**config.mk**
```make
export PLATFORM = sky130hd
export DESIGN_NAME = pixel_cache_flat
export DESIGN_NICKNAME = d
export VERILOG_FILES = /design/src/rtl/pixel_cache_if.sv /design/src/rtl/pixel_cache.sv /design/src/flat_wrapper.sv
export SDC_FILE = /design/constraint.sdc
export NUM_CORES = 1
export LEC_CHECK = 0
export CAP_MARGIN = 40
export CELL_PAD_IN_SITES_DETAIL_PLACEMENT = 1
export CELL_PAD_IN_SITES_GLOBAL_PLACEMENT = 2
export CORE_MARGIN = 4
export CORE_UTILIZATION = 45
export DETAILED_ROUTE_END_ITERATION = 7
export PLACE_DENSITY_LB_ADDON = 0.2
export SYNTH_ARGS = -nofsm -noshare
export SYNTH_HDL_FRONTEND = slang
export SYNTH_SLANG_ARGS = --single-unit
```
**constraint.sdc**
```tcl
create_clock -name clk -period 5.4 [get_ports clk]
set_input_delay 0.81 -clock clk [delete_from_list [all_inputs] [get_ports clk]]
set_output_delay 0.81 -clock clk [all_outputs]
set_load 0.01 [all_outputs]
```
**src/rtl/pixel_cache_if.sv**
```systemverilog
// Pixel-request and frame-memory read signals of pixel_cache.
// slave = the cache; master = edge searcher plus frame memory.
interface pixel_cache_if;
   logic [9:0]  x;
   logic [9:0]  y;
   logic        request;
   logic        flush;
   logic        pixel;
   logic        ready;
   logic [14:0] mem_addr;
   logic        mem_rd;
   logic [15:0] mem_rdata;
   logic        mem_valid;

   modport slave (
      input  x, y, request, flush, mem_rdata, mem_valid,
      output pixel, ready, mem_addr, mem_rd
   );

   modport master (
      output x, y, request, flush, mem_rdata, mem_valid,
      input  pixel, ready, mem_addr, mem_rd
   );
endinterface

```
**src/rtl/pixel_cache.sv**
```systemverilog
// Direct-mapped cache of 16-pixel binarized words answering single-pixel requests.
// Optional hit/miss statistics ports are enabled with PIXEL_CACHE_STATS_EN.
module pixel_cache #(
   parameter int FRAME_W = 640,
   parameter int FRAME_H = 480,
   parameter int ENTRIES = 8,
   parameter int HOLDOFF = 2
) (
   input  logic          clk,
   input  logic          reset,
   pixel_cache_if.slave  bus
`ifdef PIXEL_CACHE_STATS_EN
   ,
   output logic [15:0]   hit_count,
   output logic [15:0]   miss_count
`endif
);

   localparam int          IDX_W   = $clog2(ENTRIES);
   localparam int          TAG_W   = 15 - IDX_W;
   localparam logic [14:0] WPR     = 15'(FRAME_W / 16);
   localparam logic [10:0] FW      = 11'(FRAME_W);
   localparam logic [10:0] FH      = 11'(FRAME_H);
   localparam logic [2:0]  HO_LAST = 3'(HOLDOFF - 1);

   typedef enum logic [2:0] {
      S_IDLE, S_LOOKUP, S_FETCH, S_RESPOND, S_HOLDOFF
   } state_t;

   state_t                  state_q;
   logic [3:0]              x_lo_q;
   logic [14:0]             wa_q;
   logic                    oof_q;
   logic                    fetch_flushed_q;
   logic [2:0]              hold_cnt_q;
   logic                    ready_q;
   logic                    pixel_q;
   logic                    mem_rd_q;
   logic [14:0]             mem_addr_q;

   logic [ENTRIES-1:0]      valid_q;
   logic [TAG_W-1:0]        tag_q  [ENTRIES];
   logic [15:0]             data_q [ENTRIES];

   logic                    in_frame_s;
   logic [14:0]             wa_d;
   logic [IDX_W-1:0]        idx_s;
   logic [TAG_W-1:0]        tag_s;
   logic                    hit_s;
   logic                    install_s;

   // Address decode of the incoming coordinate and lookup/install decisions.
   always_comb begin
      in_frame_s = ({1'b0, bus.x} < FW) && ({1'b0, bus.y} < FH);
      if (in_frame_s) begin
         wa_d = ({5'd0, bus.y} * WPR) + {9'd0, bus.x[9:4]};
      end else begin
         wa_d = 15'd0;
      end
      idx_s     = wa_q[IDX_W-1:0];
      tag_s     = wa_q[14:IDX_W];
      hit_s     = valid_q[idx_s] && (tag_q[idx_s] == tag_s) && !bus.flush;
      install_s = (state_q == S_FETCH) && bus.mem_valid && !bus.flush && !fetch_flushed_q;
   end

   // Request sequencing FSM with registered response and memory outputs.
   always_ff @(posedge clk or negedge reset) begin
      if (!reset) begin
         state_q         <= S_IDLE;
         x_lo_q          <= 4'd0;
         wa_q            <= 15'd0;
         oof_q           <= 1'b0;
         fetch_flushed_q <= 1'b0;
         hold_cnt_q      <= 3'd0;
         ready_q         <= 1'b0;
         pixel_q         <= 1'b0;
         mem_rd_q        <= 1'b0;
         mem_addr_q      <= 15'd0;
      end else begin
         case (state_q)
            S_IDLE: begin
               if (bus.request) begin
                  x_lo_q  <= bus.x[3:0];
                  wa_q    <= wa_d;
                  oof_q   <= !in_frame_s;
                  state_q <= S_LOOKUP;
               end else begin
                  state_q <= S_IDLE;
               end
            end
            S_LOOKUP: begin
               if (oof_q) begin
                  ready_q <= 1'b1;
                  pixel_q <= 1'b0;
                  state_q <= S_RESPOND;
               end else if (hit_s) begin
                  ready_q <= 1'b1;
                  pixel_q <= data_q[idx_s][x_lo_q];
                  state_q <= S_RESPOND;
               end else begin
                  mem_rd_q        <= 1'b1;
                  mem_addr_q      <= wa_q;
                  fetch_flushed_q <= 1'b0;
                  state_q         <= S_FETCH;
               end
            end
            S_FETCH: begin
               // A flush while waiting makes the incoming word stale for the cache only.
               if (bus.flush) begin
                  fetch_flushed_q <= 1'b1;
               end else begin
                  fetch_flushed_q <= fetch_flushed_q;
               end
               if (bus.mem_valid) begin
                  mem_rd_q <= 1'b0;
                  ready_q  <= 1'b1;
                  pixel_q  <= bus.mem_rdata[x_lo_q];
                  state_q  <= S_RESPOND;
               end else begin
                  state_q  <= S_FETCH;
               end
            end
            S_RESPOND: begin
               ready_q <= 1'b0;
               pixel_q <= 1'b0;
               if (HOLDOFF > 0) begin
                  hold_cnt_q <= HO_LAST;
                  state_q    <= S_HOLDOFF;
               end else begin
                  state_q    <= S_IDLE;
               end
            end
            S_HOLDOFF: begin
               if (hold_cnt_q == 3'd0) begin
                  state_q <= S_IDLE;
               end else begin
                  hold_cnt_q <= hold_cnt_q - 3'd1;
               end
            end
            default: begin
               ready_q  <= 1'b0;
               pixel_q  <= 1'b0;
               mem_rd_q <= 1'b0;
               state_q  <= S_IDLE;
            end
         endcase
      end
   end

   // Valid bits: flush wins over an install in the same cycle.
   always_ff @(posedge clk or negedge reset) begin
      if (!reset) begin
         valid_q <= '0;
      end else if (bus.flush) begin
         valid_q <= '0;
      end else if (install_s) begin
         valid_q[idx_s] <= 1'b1;
      end else begin
         valid_q <= valid_q;
      end
   end

   // Tag and data storage; contents are meaningless until the valid bit is set.
   always_ff @(posedge clk) begin
      if (install_s) begin
         tag_q[idx_s]  <= tag_s;
         data_q[idx_s] <= bus.mem_rdata;
      end
   end

   assign bus.ready    = ready_q;
   assign bus.pixel    = pixel_q;
   assign bus.mem_rd   = mem_rd_q;
   assign bus.mem_addr = mem_addr_q;

`ifdef PIXEL_CACHE_STATS_EN
   logic [15:0] hit_cnt_q;
   logic [15:0] miss_cnt_q;

   // Saturating lookup statistics; out-of-frame lookups are not counted.
   always_ff @(posedge clk or negedge reset) begin
      if (!reset) begin
         hit_cnt_q  <= 16'd0;
         miss_cnt_q <= 16'd0;
      end else if ((state_q == S_LOOKUP) && !oof_q) begin
         if (hit_s) begin
            if (hit_cnt_q != 16'hFFFF) hit_cnt_q <= hit_cnt_q + 16'd1;
            else hit_cnt_q <= hit_cnt_q;
         end else begin
            if (miss_cnt_q != 16'hFFFF) miss_cnt_q <= miss_cnt_q + 16'd1;
            else miss_cnt_q <= miss_cnt_q;
         end
      end else begin
         hit_cnt_q  <= hit_cnt_q;
         miss_cnt_q <= miss_cnt_q;
      end
   end

   assign hit_count  = hit_cnt_q;
   assign miss_count = miss_cnt_q;
`endif

endmodule

```
**src/flat_wrapper.sv**
```systemverilog
// flat-port wrapper written by rule: the top's interface ports become plain ports
module pixel_cache_flat 
#(
   parameter int FRAME_W = 640,
   parameter int FRAME_H = 480,
   parameter int ENTRIES = 8,
   parameter int HOLDOFF = 2
)
  (clk, reset, bus_x, bus_y, bus_request, bus_flush, bus_mem_rdata, bus_mem_valid, bus_pixel, bus_ready, bus_mem_addr, bus_mem_rd);
  pixel_cache_if bus_i ();
  input  logic clk;
  input  logic reset;
  input wire logic [$bits(bus_i.x)-1:0] bus_x;
  input wire logic [$bits(bus_i.y)-1:0] bus_y;
  input wire logic [$bits(bus_i.request)-1:0] bus_request;
  input wire logic [$bits(bus_i.flush)-1:0] bus_flush;
  input wire logic [$bits(bus_i.mem_rdata)-1:0] bus_mem_rdata;
  input wire logic [$bits(bus_i.mem_valid)-1:0] bus_mem_valid;
  output wire logic [$bits(bus_i.pixel)-1:0] bus_pixel;
  output wire logic [$bits(bus_i.ready)-1:0] bus_ready;
  output wire logic [$bits(bus_i.mem_addr)-1:0] bus_mem_addr;
  output wire logic [$bits(bus_i.mem_rd)-1:0] bus_mem_rd;
  assign bus_i.x = bus_x;
  assign bus_i.y = bus_y;
  assign bus_i.request = bus_request;
  assign bus_i.flush = bus_flush;
  assign bus_i.mem_rdata = bus_mem_rdata;
  assign bus_i.mem_valid = bus_mem_valid;
  assign bus_pixel = bus_i.pixel;
  assign bus_ready = bus_i.ready;
  assign bus_mem_addr = bus_i.mem_addr;
  assign bus_mem_rd = bus_i.mem_rd;
  pixel_cache #(.FRAME_W(FRAME_W), .FRAME_H(FRAME_H), .ENTRIES(ENTRIES), .HOLDOFF(HOLDOFF)) u_core (.clk(clk), .reset(reset), .bus(bus_i));
endmodule
```
* Word-level counts from Yosys, hierarchy flattened
Memories as Yosys holds them, arrays and structs flattened.
Cells that the tools add are included.
Widths: inputs -> output; s select.
** Cells by class
- $add $sub $neg :: 2
- $mul :: 1
- Magnitude comparators :: 5
- Equal/unequal tests :: 12
- Muxes and demuxes :: 37
- Bitwise logic cells :: 5
- Reductions and logical operators :: 23
** Operator list (count)
- $mux 1 :: 21
- $mux 8 :: 2
- $add 15x6->15 :: 1
- $mux 15 :: 1
- $pmux 3 s5 :: 1
- $eq 12x12->1 :: 1
- $mul 10x3->12 const B :: 1
- $lt 10x10->1 const B :: 1
- $lt 10x9->1 const B :: 1
- $ne 2x2->1 const B :: 5
- $mux 3 :: 3
- $pmux 1 s3 :: 3
- $bmux 1 s4 :: 2
- $or 8x8->8 :: 1
- $reduce_and 4->1 :: 2
- $logic_and 1x1->1 :: 7
- $eq 3x2->1 const B :: 2
- $logic_not 3->1 :: 2
- $pmux 3 s2 :: 1
- $reduce_and 3->1 :: 2
- $reduce_bool 2->1 :: 3
- $lt 4x5->1 const B :: 1
- $lt 3x4->1 const B :: 1
- $not 1->1 :: 4
- other kinds (13) :: 16
** Word-level totals
- Register bits :: 53
- RAM bits :: 224
- Word-level logic and storage cells :: 98
- Memories kept :: 2
** Memory list
- u_core.data_q :: words 8, width 16, read ports 1, clocked after memory_dff 0, write ports 1, line pixel_cache.sv:43 : logic [15:0] data_q [ENTRIES];
- u_core.tag_q :: words 8, width 12, read ports 1, clocked after memory_dff 0, write ports 1, line pixel_cache.sv:42 : logic [TAG_W-1:0] tag_q [ENTRIES];

* Logic depth before layout (Yosys ltp)
- Word-level depth :: 7
- Gate-level depth with buffers :: 14
- Depth with buffers taken out :: 11

* Worst setup path before layout
OpenSTA, ideal clock, no wires.
- Kind :: input to register
- Start point :: in bus_flush
- End point :: mem u_core.data_q[1][0], enable pin
- Arrival :: 3.483 ns
- Path slack :: 1.466 ns
- Stages on the path :: 4
- Buffers on the path :: 1
- Path through :: clkbuf_1 -> nor4_1 -> nand2_1 -> nor3_1
** On the way
- Longest elaborated chain between the ends :: 5
** Ends and longest elaborated chain
- from (decl) :: line flat_wrapper.sv:16 : input wire logic [$bits(bus_i.flush)-1:0] bus_flush;
- $logic_not 1->1 :: line pixel_cache.sv:63 : install_s = (state_q == S_FETCH) && bus.mem_valid && !bus.flush && !fetch_flushed_q;
- $logic_and 1x1->1 (2 in series) :: line pixel_cache.sv:63
- $mux 1 :: line pixel_cache.sv:165 : if (install_s) begin
- $mux 1 (implied by the code) :: line pixel_cache.sv:167 : data_q[idx_s] <= bus.mem_rdata;
- to (decl) :: line pixel_cache.sv:43
No other way between the ends.

* Worst setup path after layout
- Start point :: reg u_core.wa_q[2]
- End point :: reg u_core.pixel_q (netlist: u_core.bus.pixel)
** On the way
- Longest elaborated chain between the ends :: 6
- Elaborated cells between the ends (all ways) :: 14
- Classes of those cells :: eq/ne (2); mux (7); reduce/logical (3); memory (2)
** Ends and longest elaborated chain
- from (decl) :: line pixel_cache.sv:32 : logic [14:0] wa_q;
- from (signal assigned) :: line pixel_cache.sv:84 : wa_q <= wa_d;
- $mem_v2 8x16 (tied with other cells)
- $bmux 1 s4 (tied with other cells) :: line pixel_cache.sv:98 : pixel_q <= data_q[idx_s][x_lo_q];
- $mux 1 (implied by the code) / $logic_and 1x1->1 (equally long branches) :: line pixel_cache.sv:98, pixel_cache.sv:62
- $mux 1 / $logic_and 1x1->1 (equally long branches) :: line pixel_cache.sv:96, pixel_cache.sv:62
- $mux 1 / $ne 3x1->1 (equally long branches)
- $pmux 1 s3 / $reduce_and 3->1 (equally long branches)
- to (signal assigned) :: line pixel_cache.sv:98
- to (signal assigned) :: line pixel_cache.sv:117 : pixel_q <= bus.mem_rdata[x_lo_q];
- to (decl) :: line pixel_cache.sv:37 : logic pixel_q;
Several ways; a longest one is shown, not always the timed one. The select of a mux whose other input is x is not followed.
A chain may end at the register's enable or synchronous reset.

==> results_dict.tcl <==
set metrics [dict create \
    rsz0062_at_grt "no" \
    start_util 0.456 \
    clk_pin_slew_worst_paths_ns 0.06 \
    max-slew-margin-rel 0.444 \
    endpoint_kind "flop" \
    root_buffer "clkbuf_16" \
    cp_top_family "compound AO/OA/AOI/OAI gates" \
    cts_tree "done" \
    tightest_slew_ns 0.832 \
    peakVddDrop_mv 0.278 \
    slowest_stage "dfrtp_4" \
    slew_viol_final 0 \
    crit_path_cell_trace "buf_4, mux4_2, and3_1, a2111oi_0, nor4_1, a211oi_2, mux2i_1" \
    synth_top_area_cell "edfxtp_1" \
    drt-initial-drc-count 419 \
    ant_nets 0 \
    hold_viol 0 \
    r2r_slack_ns 2.00 \
    p_leak_nw 4.81 \
    gp_congestion 0.780 \
    hold_class "input port to async pin" \
    chipWidth_um 170 \
    synth.most_common_cell "edfxtp_1" \
    vias 6343 \
    r2r_cells 7 \
    cts_inserted_buffers 28 \
    total_power_mw 6.70 \
    grt_pass1_vias 7097 \
    wire_per_inst_um 24.1 \
    drcViolationCount 0 \
    holdBufCountCts 0 \
    netlist-cell-type-count 59 \
    clkLatencyLatePin_ns 0.53 \
    dp_hpwl_um 18100 \
    fmax_ghz 0.294 \
    synthTopCellsByArea "edfxtp_1 57%, dfrtp_1 11%, mux4_2 8.4%" \
    setup_violations 0 \
    track_usage 0.190 \
    synth.top_cell.area_share 0.568 \
    port_buffers 58 \
    criticalPathCategory "flop to flop" \
    grt_max_degree 54 \
    routed_wl_um 27200 \
    synth_area_um2 11800 \
    ys_seq_elements 277 \
    min_period_over_period 0.630 \
    avgSynthCellArea_um2 17.2 \
    rows 59 \
    postCtsSetupRepairBufs 0 \
    grt_use_met2 0.341 \
    synth_nets 754 \
    top_usage_layer "met2" \
    post_cts_resized 0 \
    pin_count 59 \
    met1_usage 0.247 \
    antenna_found_initial 0 \
    fp.dieArea_um2 29000 \
    reg2reg_to "u_core.bus.pixel" \
    r2r_start "u_core.wa_q[2]" \
    critPathLaunchType "flop" \
    worst-path-buf-inv 1 \
    layout-drive-gt1-share 0.195 \
    yosysSeqAreaShare 0.680 \
    grt_pass1_wl_um 42200 \
    critPathMaxFanout 39 \
    fillCellCount 2399 \
    area_growth_pct 16.6 \
    yosys_warnings 0 \
    ys.flop_type "edfxtp_1" \
    clockBufferDepth 3 \
    synthTopCellsByCount "224 x edfxtp_1, 53 x dfrtp_1, 53 x mux2i_1, 44 x mux4_2, 37 x nor2_1" \
    antennaDiodeCount 0 \
    finClkSkew_ns 0.0131 \
    grt_use_met3 0.0307 \
    cp.required_ns 5.80 \
    arrival_ns 3.80 \
    postSynthCellCount 690 \
    synth_edf_count 224 \
    finalSetupTns_ns 0 \
    p_per_area_nw_per_um2 485 \
    status "finished, final reports clean" \
    grt_remaining_overflow 0 \
    cp_slowest_stage_delay_ns 0.86 \
    core_um2 26000 \
    htree_num_levels 1 \
    period_needed_ns 3.40 \
    async_flop_share 0.191 \
    nets 833 \
    clock-sinks 277 \
    cap_viol_max_count 0 \
    dieHeight_um 170 \
    detail_route.first_pass.iterations 4 \
    vias_per_cell 5.63 \
]
[metal layers]
metal | wire, µm | share of wire | up-vias
li1 | - | - | 2864
met1 | 11300 | 0.42 | 3325
met2 | 14300 | 0.53 | 119
met3 | 1160 | 0.043 | 35
met4 | 452 | 0.017 | 0
met5 | 0 | 0 | -
[metrics by stage]
| step | hold slack, ns | cell area, µm² | worst slack (ns) | instances | utilization |
|---|---|---|---|---|---|
| after floorplan | 0.447 | 11800 | 1.47 | 690 | - |
| after global placement | 0.468 | 12800 | 1.60 | 1069 | 0.492 |
| after detailed placement | 0.491 | 12900 | 1.61 | 1074 | 0.495 |
| after CTS | 0.447 | 13800 | 1.95 | 1126 | 0.531 |
| after global routing | 0.469 | 13800 | 1.79 | 1126 | 0.531 |
| final | 0.422 | 13800 | 2.00 | 1126 | 0.531 |
[logic make-up after synthesis]
kind of cell    count (synthesis)  share of synthesized area
flops                         277                      0.680
simple gates                  123                     0.0507
mux                           121                      0.156
compound gates                 78                     0.0454
buf+inv                        43                     0.0241
xor+xnor                       25                     0.0185
fa+ha+maj                      23                     0.0256
[flip-flops by register name, indices dropped and copies added, names as in the netlist]
register,count
u_core.data_q,128
u_core.oof_q,1
u_core.hold_cnt_q,3
u_core.state_q,3
u_core.wa_q,15
u_core.x_lo_q,4
u_core.fetch_flushed_q,1
u_core.bus.mem_addr,15
u_core.bus.ready,1
u_core.bus.mem_rd,1
u_core.tag_q,96
u_core.bus.pixel,1
u_core.valid_q,8
[power breakdown]
part | switching (mW) | internal (mW) | total, mW
Clock | 0.783 | 1.17 | 1.95
Combinational | 0.893 | 0.938 | 1.83
Sequential | 0.361 | 2.56 | 2.92
[layout by cell type (no fill, tap or decap), types with 4 or more instances in the layout]
| master | instances |
|---|---|
| clkbuf_1 | 6 |
| a22oi_1 | 8 |
| nor3_1 | 6 |
| xor2_1 | 11 |
| edfxtp_1 | 224 |
| mux2_2 | 16 |
| nand2_1 | 34 |
| mux2_4 | 6 |
| dfrtp_1 | 50 |
| a22o_1 | 7 |
| nor2_2 | 6 |
| buf_12 | 4 |
| clkinv_2 | 9 |
| clkdlybuf4s50_1 | 57 |
| nor2_1 | 31 |
| o22ai_1 | 4 |
| mux4_2 | 44 |
| and3_1 | 5 |
| buf_4 | 15 |
| nand2b_1 | 9 |
| nor2b_1 | 8 |
| ha_1 | 21 |
| xnor2_1 | 14 |
| o21ai_0 | 16 |
| a221oi_1 | 4 |
| mux2i_1 | 53 |
| a21oi_1 | 17 |
| clkbuf_16 | 29 |
| nand3_1 | 9 |
| inv_1 | 10 |
[cell type report]
| cell class | count | area, µm² | share of cell area |
|---|---|---|---|
| well taps | 335 | 419 | 0.0304 |
| repair buffers | 80 | 810 | 0.0586 |
| flip-flops and latches | 277 | 8060 | 0.584 |
| inverters | 12 | 45.0 | 0.00326 |
| multi-input cells | 370 | 3530 | 0.256 |
| clock buffers | 38 | 790 | 0.0572 |
| clock inverters | 14 | 151 | 0.0110 |
[worst max-delay path by stage]
stage	from	endpoint	slack [ns]	cells after the start
final	u_core.wa_q[2]	u_core.bus.pixel	2.00	7
after global routing	u_core.wa_q[2]	u_core.bus.pixel	1.79	8
after CTS	u_core.wa_q[2]	u_core.bus.pixel	1.95	9
after detailed placement	bus_y[1]	u_core.wa_q[14]	1.61	12
after global placement	bus_flush	u_core.data_q[1][1]	1.60	5
after floorplan	bus_flush	u_core.data_q[1][0]	1.47	4
Power figures use the tool's default switching activity.
==> RTL change (same flow settings) <==
`ENTRIES` is set to 8 in 2 places; all go to 16.
--- a/src/rtl/pixel_cache.sv
+++ b/src/rtl/pixel_cache.sv
@@ -4,5 +4,5 @@
    parameter int FRAME_W = 640,
    parameter int FRAME_H = 480,
-   parameter int ENTRIES = 8,
+   parameter int ENTRIES = 16,
    parameter int HOLDOFF = 2
 ) (
--- a/src/flat_wrapper.sv
+++ b/src/flat_wrapper.sv
@@ -4,5 +4,5 @@
    parameter int FRAME_W = 640,
    parameter int FRAME_H = 480,
-   parameter int ENTRIES = 8,
+   parameter int ENTRIES = 16,
    parameter int HOLDOFF = 2
 )
Check against the original RTL: same outputs for any inputs over 4 cycles, from zero or initial values and one cycle with reset low; that may be too few to reach the edited logic, so the function may still have changed.
==> RTL change against the original RTL <==
Non-clock buffer count is 20 higher; hold slack got worse by 150 ps; core utilization is 0.29 points lower; maximum frequency shrank 17%; sequential cell count is 216 higher; setup slack worse by 690 ps; routed wire length up 92%; area after synthesis grew 72%; die area increased by 68%; sequential share of layout area increased by 3.3 points; design area up 70%; power up 72%; largest power group unchanged.
==> RTL change: results (changes against the original RTL) <==
[route]
num_vias=10998  ; +73%
dr.first_iter.drc_count=682  ; +63%

[logic_synthesis]
synthDistinctLibCells=69  ; +17%
synthTopCellsByCount=edfxtp_1, mux2i_1, mux4_2, dfrtp_1, nor2_1
seq_area_frac_synth_pct=71.2  ; +3.2 points
synthMuxAreaShare_pct=14.8  ; -0.77 points
synthTopCellsByArea=edfxtp_1, mux4_2, dfrtp_1
synthAdderAreaFrac_pct=1.49  ; -1.1 points
synth-xor-area-share_pct=1.16  ; -0.69 points
synth_compound_area_share_pct=5.48  ; +0.93 points

[worst_setup_path]
cp.arrival_ps=4570  ; +770 ps

[clock_tree]
htree_levels=2  ; +1
cts_buffers=52  ; +86%
insertion_delay_ps=600  ; +70 ps

[outcome]
outcome=complete, no violations

[layout]
reg.largest.list=u_core.data_q (256), u_core.tag_q (176), u_core.valid_q (16)
drive_gt1_share_pct=20.5  ; +1.1 points
fillers=4078  ; +70%
layout.nets=1297  ; +56%

[global_route]
grt_pass1_wl_mm=77.9  ; +85%
met3_usage_pct=2.65  ; -0.42 points
grt_pass1_vias=11698  ; +65%
grt_antenna_before_repair=1  ; +1
grt_util_all_layers_pct=21.9  ; +2.8 points
grt_max_degree=81  ; +50%
use_met1_pct=31.1  ; +6.4 points

[power]
peakVddDrop_mv=0.271  ; -2.4%

[timing]
slew_headroom_pct=40.8  ; -3.6 points
fin_skew_ps=22.9  ; +9.79 ps

[place]
hpwlAfterDp_mm=32.0  ; +76%

-- RTL change: worst max-delay path: stages, from the launching register on --
cell	delay [ps]
dfrtp_4	960
buf_4	450
mux4_2	540
a221oi_1	310
a21oi_1	60
or3_1	350
a311oi_1	480
nor4_1	110
or3b_1	380
mux2_2	270
-- RTL change: per-stage QoR --
| stage | worst slack, ps | utilization (%) | hold slack, ps | total power, mW |
|---|---|---|---|---|
| floorplan | 1240 | - | 451 | 7.10 |
| global placement | 1350 | 48.9 | 474 | 8.09 |
| detailed placement | 1280 | 49.1 | 490 | 8.13 |
| CTS | 1260 | 52.8 | 274 | 11.6 |
| global route | 984 | 52.8 | 315 | 12.0 |
| finish | 1310 | 52.8 | 271 | 11.5 |
-- RTL change: worst paths after layout --
kind                                          from                  to  slack [ps]  cells after the start
worst max-delay path                u_core.wa_q[0]    u_core.bus.pixel        1310                      9
worst min-delay path                         reset     u_core.wa_q[10]         270                      1
min in group clk                u_core.valid_q[13]  u_core.valid_q[13]         490                      2
max in group asynchronous                    reset      u_core.wa_q[0]        4100                      2
worst min register to register  u_core.valid_q[13]  u_core.valid_q[13]         490                      2
worst max register to register      u_core.wa_q[0]    u_core.bus.pixel        1310                      9
-- RTL change: metal layers --
layer	vias up	part of all wire, %
li1	4773	-
met1	5862	44
met2	293	49
met3	68	4.8
met4	2	2.1
met5	-	0.025
-- RTL change: final cells by class --
type                    instances  area, um^2  share of cell area [%]
flip-flops and latches        493       14500                    61.7
multi-input cells             570        5590                    23.8
clock buffers                  73        1440                    6.12
repair buffers                100         953                    4.05
well taps                     592         741                    3.15
clock inverters                24         223                   0.947
inverters                      16        60.1                   0.255
-- RTL change: power by group --
group	switching, mW	internal, mW
logic	1.50	1.43
clock network	1.44	2.04
registers	0.639	4.45
